**src/rtl/pipeline_hazard_ctrl.sv**
```systemverilog
// pipeline_hazard_ctrl
//   Hazard and sequencing controller for a 5-stage RV32I pipeline. Tracks the
//   instructions in EX, MEM and WB in a small scoreboard. Produces the PC and
//   stage-register enables and flushes, the EX forwarding selects, and the PC
//   redirect strobe. Freezes everything while data memory is busy.
//
// Ports
//   clk, rst (sync, active low)
//   id_*          decoded fields of the instruction held in IF/ID
//   ex_redirect   taken branch/jump resolved in EX (one-cycle pulse)
//   mem_busy      data memory not ready (level)
//   pc_en, pc_redirect, *_en, *_flush   pipeline control (combinational)
//   fwd_a_sel, fwd_b_sel  00 regfile, 01 WB result, 10 MEM ALU result
//   stall_cycles  saturating count of cycles with pc_en=0
module pipeline_hazard_ctrl #(
  parameter int CNT_W = 16
) (
  input  logic             clk,
  input  logic             rst,
  input  logic             id_valid,
  input  logic [4:0]       id_rs1,
  input  logic [4:0]       id_rs2,
  input  logic             id_uses_rs1,
  input  logic             id_uses_rs2,
  input  logic [4:0]       id_rd,
  input  logic             id_regwrite,
  input  logic             id_is_load,
  input  logic             ex_redirect,
  input  logic             mem_busy,
  output logic             pc_en,
  output logic             pc_redirect,
  output logic             if_id_en,
  output logic             id_ex_en,
  output logic             ex_mem_en,
  output logic             mem_wb_en,
  output logic             if_id_flush,
  output logic             id_ex_flush,
  output logic [1:0]       fwd_a_sel,
  output logic [1:0]       fwd_b_sel,
  output logic [CNT_W-1:0] stall_cycles
);

  typedef struct packed {
    logic       valid;
    logic [4:0] rd;
    logic [4:0] rs1;
    logic [4:0] rs2;
    logic       uses_rs1;
    logic       uses_rs2;
    logic       regwrite;
    logic       is_load;
  } ex_entry_t;

  // Past EX only the destination side is ever consulted, so the source
  // fields are not carried further down the scoreboard.
  typedef struct packed {
    logic       valid;
    logic [4:0] rd;
    logic       regwrite;
    logic       is_load;
  } mem_entry_t;

  typedef struct packed {
    logic       valid;
    logic [4:0] rd;
    logic       regwrite;
  } wb_entry_t;

  typedef enum logic {ST_RUN = 1'b0, ST_FREEZE = 1'b1} state_t;

  state_t           state_q;
  ex_entry_t        ex_q, ex_d;
  mem_entry_t       mem_q, mem_d;
  wb_entry_t        wb_q, wb_d;
  logic             redirect_pending_q, redirect_pending_d;
  logic [CNT_W-1:0] stall_cnt_q, stall_cnt_d;

  logic freeze, redirect_go, load_use;
  logic ex_src, mem_src, wb_src;

  // Entering FREEZE and staying there both hinge on mem_busy being high.
  assign freeze      = mem_busy || ((state_q == ST_FREEZE) && mem_busy);
  assign redirect_go = !freeze && (ex_redirect || redirect_pending_q);

  assign ex_src  = ex_q.valid  && ex_q.regwrite  && (ex_q.rd  != 5'd0);
  assign mem_src = mem_q.valid && mem_q.regwrite && (mem_q.rd != 5'd0);
  assign wb_src  = wb_q.valid  && wb_q.regwrite  && (wb_q.rd  != 5'd0);

  assign load_use = ex_src && ex_q.is_load && id_valid &&
                    ((id_uses_rs1 && (id_rs1 == ex_q.rd)) ||
                     (id_uses_rs2 && (id_rs2 == ex_q.rd)));

  // Control outputs, priority: reset > freeze > redirect > load-use > normal.
  always_comb begin
    pc_en       = 1'b1;
    pc_redirect = 1'b0;
    if_id_en    = 1'b1;
    id_ex_en    = 1'b1;
    ex_mem_en   = 1'b1;
    mem_wb_en   = 1'b1;
    if_id_flush = 1'b0;
    id_ex_flush = 1'b0;
    if (!rst) begin
      pc_en       = 1'b0;
      if_id_en    = 1'b0;
      id_ex_en    = 1'b0;
      ex_mem_en   = 1'b0;
      mem_wb_en   = 1'b0;
      if_id_flush = 1'b1;
      id_ex_flush = 1'b1;
    end else if (freeze) begin
      pc_en     = 1'b0;
      if_id_en  = 1'b0;
      id_ex_en  = 1'b0;
      ex_mem_en = 1'b0;
      mem_wb_en = 1'b0;
    end else if (redirect_go) begin
      pc_redirect = 1'b1;
      if_id_flush = 1'b1;
      id_ex_flush = 1'b1;
    end else if (load_use) begin
      // Hold PC and IF/ID, push a bubble into ID/EX, let the load move on.
      pc_en       = 1'b0;
      if_id_en    = 1'b0;
      id_ex_flush = 1'b1;
    end
  end

  // Scoreboard / redirect-pending / counter next state.
  always_comb begin
    ex_d               = ex_q;
    mem_d              = mem_q;
    wb_d               = wb_q;
    redirect_pending_d = redirect_pending_q;
    stall_cnt_d        = stall_cnt_q;
    if (freeze) begin
      // Remember a redirect that arrives while frozen; apply it on thaw.
      if (ex_redirect) redirect_pending_d = 1'b1;
    end else begin
      mem_d.valid    = ex_q.valid;
      mem_d.rd       = ex_q.rd;
      mem_d.regwrite = ex_q.regwrite;
      mem_d.is_load  = ex_q.is_load;
      wb_d.valid     = mem_q.valid;
      wb_d.rd        = mem_q.rd;
      wb_d.regwrite  = mem_q.regwrite;
      if (redirect_go || load_use) begin
        ex_d = '0;
      end else begin
        ex_d.valid    = id_valid;
        ex_d.rd       = id_rd;
        ex_d.rs1      = id_rs1;
        ex_d.rs2      = id_rs2;
        ex_d.uses_rs1 = id_uses_rs1;
        ex_d.uses_rs2 = id_uses_rs2;
        ex_d.regwrite = id_regwrite;
        ex_d.is_load  = id_is_load;
      end
      if (redirect_go) redirect_pending_d = 1'b0;
    end
    if (!pc_en && (stall_cnt_q != {CNT_W{1'b1}})) begin
      stall_cnt_d = stall_cnt_q + {{(CNT_W-1){1'b0}}, 1'b1};
    end
  end

  always_ff @(posedge clk) begin
    if (!rst) begin
      state_q            <= ST_RUN;
      ex_q               <= '0;
      mem_q              <= '0;
      wb_q               <= '0;
      redirect_pending_q <= 1'b0;
      stall_cnt_q        <= '0;
    end else begin
      case (state_q)
        ST_RUN:    if (mem_busy)  state_q <= ST_FREEZE;
        ST_FREEZE: if (!mem_busy) state_q <= ST_RUN;
        default:   state_q <= ST_RUN;
      endcase
      ex_q               <= ex_d;
      mem_q              <= mem_d;
      wb_q               <= wb_d;
      redirect_pending_q <= redirect_pending_d;
      stall_cnt_q        <= stall_cnt_d;
    end
  end

  assign stall_cycles = stall_cnt_q;

  // Operand forwarding, one identical selector per EX source operand.
  // A load in MEM has no ALU result to offer; it is caught by load-use.
  for (genvar gi = 0; gi < 2; gi++) begin : g_fwd
    logic [4:0] rs;
    logic       used;
    logic [1:0] sel;
    assign rs   = (gi == 0) ? ex_q.rs1 : ex_q.rs2;
    assign used = (gi == 0) ? ex_q.uses_rs1 : ex_q.uses_rs2;
    always_comb begin
      sel = 2'b00;
      if (rst && ex_q.valid && used) begin
        if (mem_src && !mem_q.is_load && (mem_q.rd == rs)) begin
          sel = 2'b10;
        end else if (wb_src && (wb_q.rd == rs)) begin
          sel = 2'b01;
        end
      end
    end
  end

  assign fwd_a_sel = g_fwd[0].sel;
  assign fwd_b_sel = g_fwd[1].sel;

endmodule
```
**config.mk**
```make
export PLATFORM = sky130hd
export DESIGN_NAME = pipeline_hazard_ctrl
export DESIGN_NICKNAME = d
export VERILOG_FILES = /design/src/rtl/pipeline_hazard_ctrl.sv
export SDC_FILE = /design/constraint.sdc
export NUM_CORES = 1
export LEC_CHECK = 0
export BUFFER_PORTS_ARGS = -buffer_cell sky130_fd_sc_hd__buf_2
export CAP_MARGIN = 30
export CELL_PAD_IN_SITES_DETAIL_PLACEMENT = 1
export CELL_PAD_IN_SITES_GLOBAL_PLACEMENT = 1
export CORE_MARGIN = 1
export CORE_UTILIZATION = 34
export DETAILED_ROUTE_END_ITERATION = 10
export PLACE_DENSITY = 0.68
export SYNTH_ARGS = -nofsm -noshare
export SYNTH_HDL_FRONTEND = slang
export SYNTH_SLANG_ARGS = --single-unit
```
**constraint.sdc**
```tcl
create_clock -name clk -period 2 [get_ports clk]
set_input_delay 0.1 -clock clk [delete_from_list [all_inputs] [get_ports clk]]
set_output_delay 0.1 -clock clk [all_outputs]
set_load 0.01 [all_outputs]
```
[Word level (Yosys, flattened, before mapping)]
Index checks and enable logic that the tools add are counted.
Word-level totals
  bits in registers: 53
  bits in latches: 0
  bits in writable memories: 0
  memory bits (read-only): 0
  input port bits: 24
  memories kept: 0
Cells by class
  add/subtract/negate cells: 1
  multipliers: 0
  div/mod/pow operators: 0
  order comparisons: 0
  equality and inequality tests: 8
  shift operators: 0
  mux-type cells: 25
  bitwise operators: 0
  reduce and logical (&&, ||, !) cells: 34
Operator list (count)
  equality test 5 bit: 6
  logical AND 1 bit: 22
  2-to-1 mux 1 bit: 20
  2-to-1 mux 20 bit: 1
  adder 16 x 1 -> 16 bit, second input constant: 1
  inequality test 16 bit, second input constant: 1
  nonzero test 5 bit: 3
  2-to-1 mux 2 bit: 4
  logical OR 1 bit: 4
  logical NOT 1 bit: 3
  inequality test 2 bit, second input constant: 1
  AND reduction 2 bit: 1
  nonzero test 2 bit: 1

[Logic depth before layout (Yosys ltp)]
  depth in word-level cells: 11
  depth in mapped cells: 8

[Least setup slack after synthesis]
No wires, ideal clock.
  kind: reg-to-reg
  from: register ex_q[14] (netlist name)
  to: register stall_cnt_q[5], in the netlist stall_cycles[5]
  setup time: 115 ps
  data arrival time: 1657 ps
  slack: 229 ps
  cell stages (with the launch flop): 8
  buffers on the path: 1
  period minus slack after synthesis: 1771 ps
  cells stage by stage: dfxtp_1 xnor2_1 nand4_1 o22ai_2 a31oi_2 buf_6 o31a_2 o21a_1
On the way
  cells in the longest elaborated chain, start to end: 11
  elaborated cells on any way between the ends: 16
RTL lines
  start, declared: line 72  | ex_entry_t ex_q, ex_d;
  start signal, assigned: line 169  | ex_q <= '0;
  start signal, assigned: line 180  | ex_q <= ex_d;
  nonzero test 5 bit: line 85  | assign ex_src = ex_q.valid && ex_q.regwrite && (ex_q.rd != 5'd0);
  logical AND 1 bit: line 85
  logical AND 1 bit (2 in series): line 89  | assign load_use = ex_src && ex_q.is_load && id_valid &&
  logical AND 1 bit *: line 89
  2-to-1 mux 1 bit *: line 121  | end else if (load_use) begin
  2-to-1 mux 1 bit *: line 117  | end else if (redirect_go) begin
  2-to-1 mux 1 bit *: line 111  | end else if (freeze) begin
  2-to-1 mux 1 bit *: line 103  | if (!rst) begin
  logical NOT 1 bit *: line 161  | if (!pc_en && (stall_cnt_q != {CNT_W{1'b1}})) begin
  logical AND 1 bit *: line 161
  end signal, assigned: line 184  | stall_cnt_q <= stall_cnt_d;
  end, declared: line 76  | logic [CNT_W-1:0] stall_cnt_q, stall_cnt_d;
Mark *: on every way between the ends. The rest lies on a longest branch, timed or not.
A chain may end at the register's enable or synchronous reset.

[Final worst setup path]
  from: register mem_q[5] (netlist name)
  to: output port fwd_a_sel[0]
On the way
  cells in the longest elaborated chain, start to end: 6
  elaborated cells on any way between the ends: 7
RTL lines
  start, declared: line 73  | mem_entry_t mem_q, mem_d;
  start signal, assigned: line 181  | mem_q <= mem_d;
  nonzero test 5 bit: line 86  | assign mem_src = mem_q.valid && mem_q.regwrite && (mem_q.rd != 5'd0);
  logical AND 1 bit: line 86
  logical AND 1 bit: line 201  | if (mem_src && !mem_q.is_load && (mem_q.rd == rs)) begin
  logical AND 1 bit *: line 201
  2-to-1 mux 2 bit *: line 201
  2-to-1 mux 2 bit *: line 200  | if (rst && ex_q.valid && used) begin
  end, declared: line 38  | output logic [1:0] fwd_a_sel,
Marks and branches as above.

==> run metrics <==
clk_lat worst skew 0.30 ns; RSZ-0062 raised after global routing yes; Clock Path Buffers 2; Area Growth Syn to Fin 25.5%; Initial DRC Count 89; CP Launch Point mem_q[5]; Placer Congestion 0.781; Worst Path Required 1.90 ns; R2R depth 7; fin area 3240 µm²; vias in the first global route 2167; first drt pass iteration count 4; count leader, synth dfxtp_1; # setup viols final 0; crit-path max cell delay 0.54 ns; Die Span X 89.2 µm; global-route wire length before repair 11000 µm; CTS H-tree depth 2; Hold/Removal Path Class input pin to flop; PwrDens 682 nW/µm²; Worst Setup End Kind output port; r2r setup slk 0.12 ns; detailed placement HPWL 5100 µm; routed length per instance 16.1 µm; final core occ 44.5%; Synth top area share 40.3%; Worst slew margin 71.9%; Slowest cell on crit path or4_4; Ant. Diodes 0; Worst Setup Start Kind flop; DP Cell Count 418; Starting Density 35.4%; Critical Path, Cell by Cell or4_4 -> nor2_4 -> nor3_4 -> nand4_1 -> nor4b_4 -> buf_2; Clock Skews 0.00407 ns; worst r2r src ex_q[17]; number of port buffers 51; Max VDD drop 0.272 mV; EDFF count, synth 0; LEAKAGE 1.40 nW; Tmin final 1.94 ns; Data arrival, critical path 1.84 ns; syn nets 295; Post-DP Area 2980 µm²; IO Count 52; Least-Margin Pin Slew 0.419 ns; sequential area share after synthesis 40.3%; Mapped Cells 270; mapped cell area 2580 µm²; pins over their slew limit 0; Yosys Warn Count 0; CP endpoint fwd_a_sel[0]; leading area contributor after synthesis dfxtp_1; Yosys cell types 47; Mean Syn Cell Area 9.57 µm²; antenna violations before repair 0; CP max FO 3; core area 7290 µm²; largest net degree at the start of global routing 30; Tot Pwr 2.21 mW; fin crit share 97.0%; max cap viols 0; Die H 89.2 µm; vias per cell 5.23; share of layout cells above drive strength 1 30.3%; TritonCTS Buffers 5; Final Hold Viols 0; reg-to-reg endpoint stall_cycles[6]; commonest cells in the netlist 52 x dfxtp_1, 25 x nor2_1, 21 x a22o_1; All-Layer GR Usage 18.0%; CP Class flop to output port; vias post-DR 2258; Final ANT Viol Nets 0; final wirelength 6940 µm; clock slew at reported path FFs 0.09 ns; Core Rows 31; Synth Flop Type dfxtp_1; CTS tree done; total grt overflow 0; Die ar. 7950 µm²; synth top area cells dfxtp_1 40%, a22o_1 7.1%, mux2i_1 7.0%; clock sink count 52; Root Driver clkbuf_8; Synth Register Bits 52; status completed; NumNets Final 358; fin cells 432; Synth async-reset ratio 0%; DRC Markers 0; Highest Clock Rate 515 MHz
[how the worst min path moves through the flow]
stage	startpoint	endpoint	slack, ns	cells past startpoint
floorplan	id_rd[2]	ex_q[16]	0.23	1
global placement	id_rd[2]	ex_q[16]	0.31	2
detailed placement	id_rd[2]	ex_q[16]	0.32	2
CTS	id_rd[4]	ex_q[18]	0.01	2
global route	id_rd[4]	ex_q[18]	0.006	2
finish	id_rd[4]	ex_q[18]	0.02	2
[placed cells by master (no fill, tap or decap), drive strengths merged, types with 2 or more instances in the layout]
cell type,instances
buf,69
dfxtp,52
nor2,25
a22o,21
mux2i,18
xnor2,17
nand3,14
xor2,13
a21oi,13
nand2,11
or4,10
o31ai,8
nor3,7
nand4,6
nor4,6
clkbuf,5
dlygate4sd3,5
nand2b,4
and3,4
and2,3
o21ai,3
or3,2
inv,2
bufinv,2
[layout make-up]
type	count	area, µm²
Multi-Input combinational cell	197	1460
Tap cell	99	124
Clock buffer	5	68.8
Fill cell	873	4050
Clock inverter	2	60.1
Timing Repair Buffer	74	465
Inverter	3	11.3
Sequential cell	52	1050
[critical path: cells and delay by family (launching register included)]
| kind | cells | cell delay (ns) |
|---|---|---|
| simple gates | 5 | 1.04 |
| flops | 1 | 0.33 |
| buf+inv | 1 | 0.16 |
[stage by stage]
stage	hold slack [ns]	worst slack, ns	TNS [ns]
after floorplan	0.226	0.229	0
after global placement	0.311	0.0976	0
after detailed placement	0.316	0.0519	0
after CTS	0.0127	0.0220	0
after global routing	0.00571	-0.0495	-0.0808
final	0.0158	0.0598	0
[registers in the layout, indices dropped and copies added (netlist names)]
register and flops:
ex_q 8, g_fwd.rs 10, g_fwd.used 2, mem_q 8, redirect_pending_q 1, stall_cycles 16, wb_q 7
[repair_timing]
action,CTS,global route
pin swaps,0,6
endpoints found under the setup margin,1,10
hold endpoints to repair,5,0
hold buffers,5,0
setup buffers,0,2
gates resized for setup,1,16
[layer usage]
metal,share of wire [%],GRT usage [%],routed length [µm],vias to the layer above
li1,-,-,-,1113
met1,48,25.8,3350,1095
met2,47,28.7,3280,46
met3,3.6,3.14,252,4
met4,0.69,3.46,48,0
met5,0,0,0,-
[power breakdown]
group | leakage, nW | internal, mW | total (mW) | switching, mW
Combinational | 0.910 | 0.127 | 0.258 | 0.131
Clock | 0.0642 | 0.493 | 0.840 | 0.347
Sequential | 0.426 | 1.07 | 1.11 | 0.0429
[cells by family (layout without fill, tap and decap cells)]
group / count (synthesis) / count (layout) / share of synthesized area, %
simple gates: 95 / 95 / 20.8
compound gates: 53 / 53 / 15.7
flops: 52 / 52 / 40.3
xor+xnor: 30 / 30 / 10.2
buf+inv: 21 / 84 / 5.52
mux: 18 / 18 / 6.97
fa+ha+maj: 1 / 1 / 0.484
Note: power is estimated with default switching activity, not from simulation.
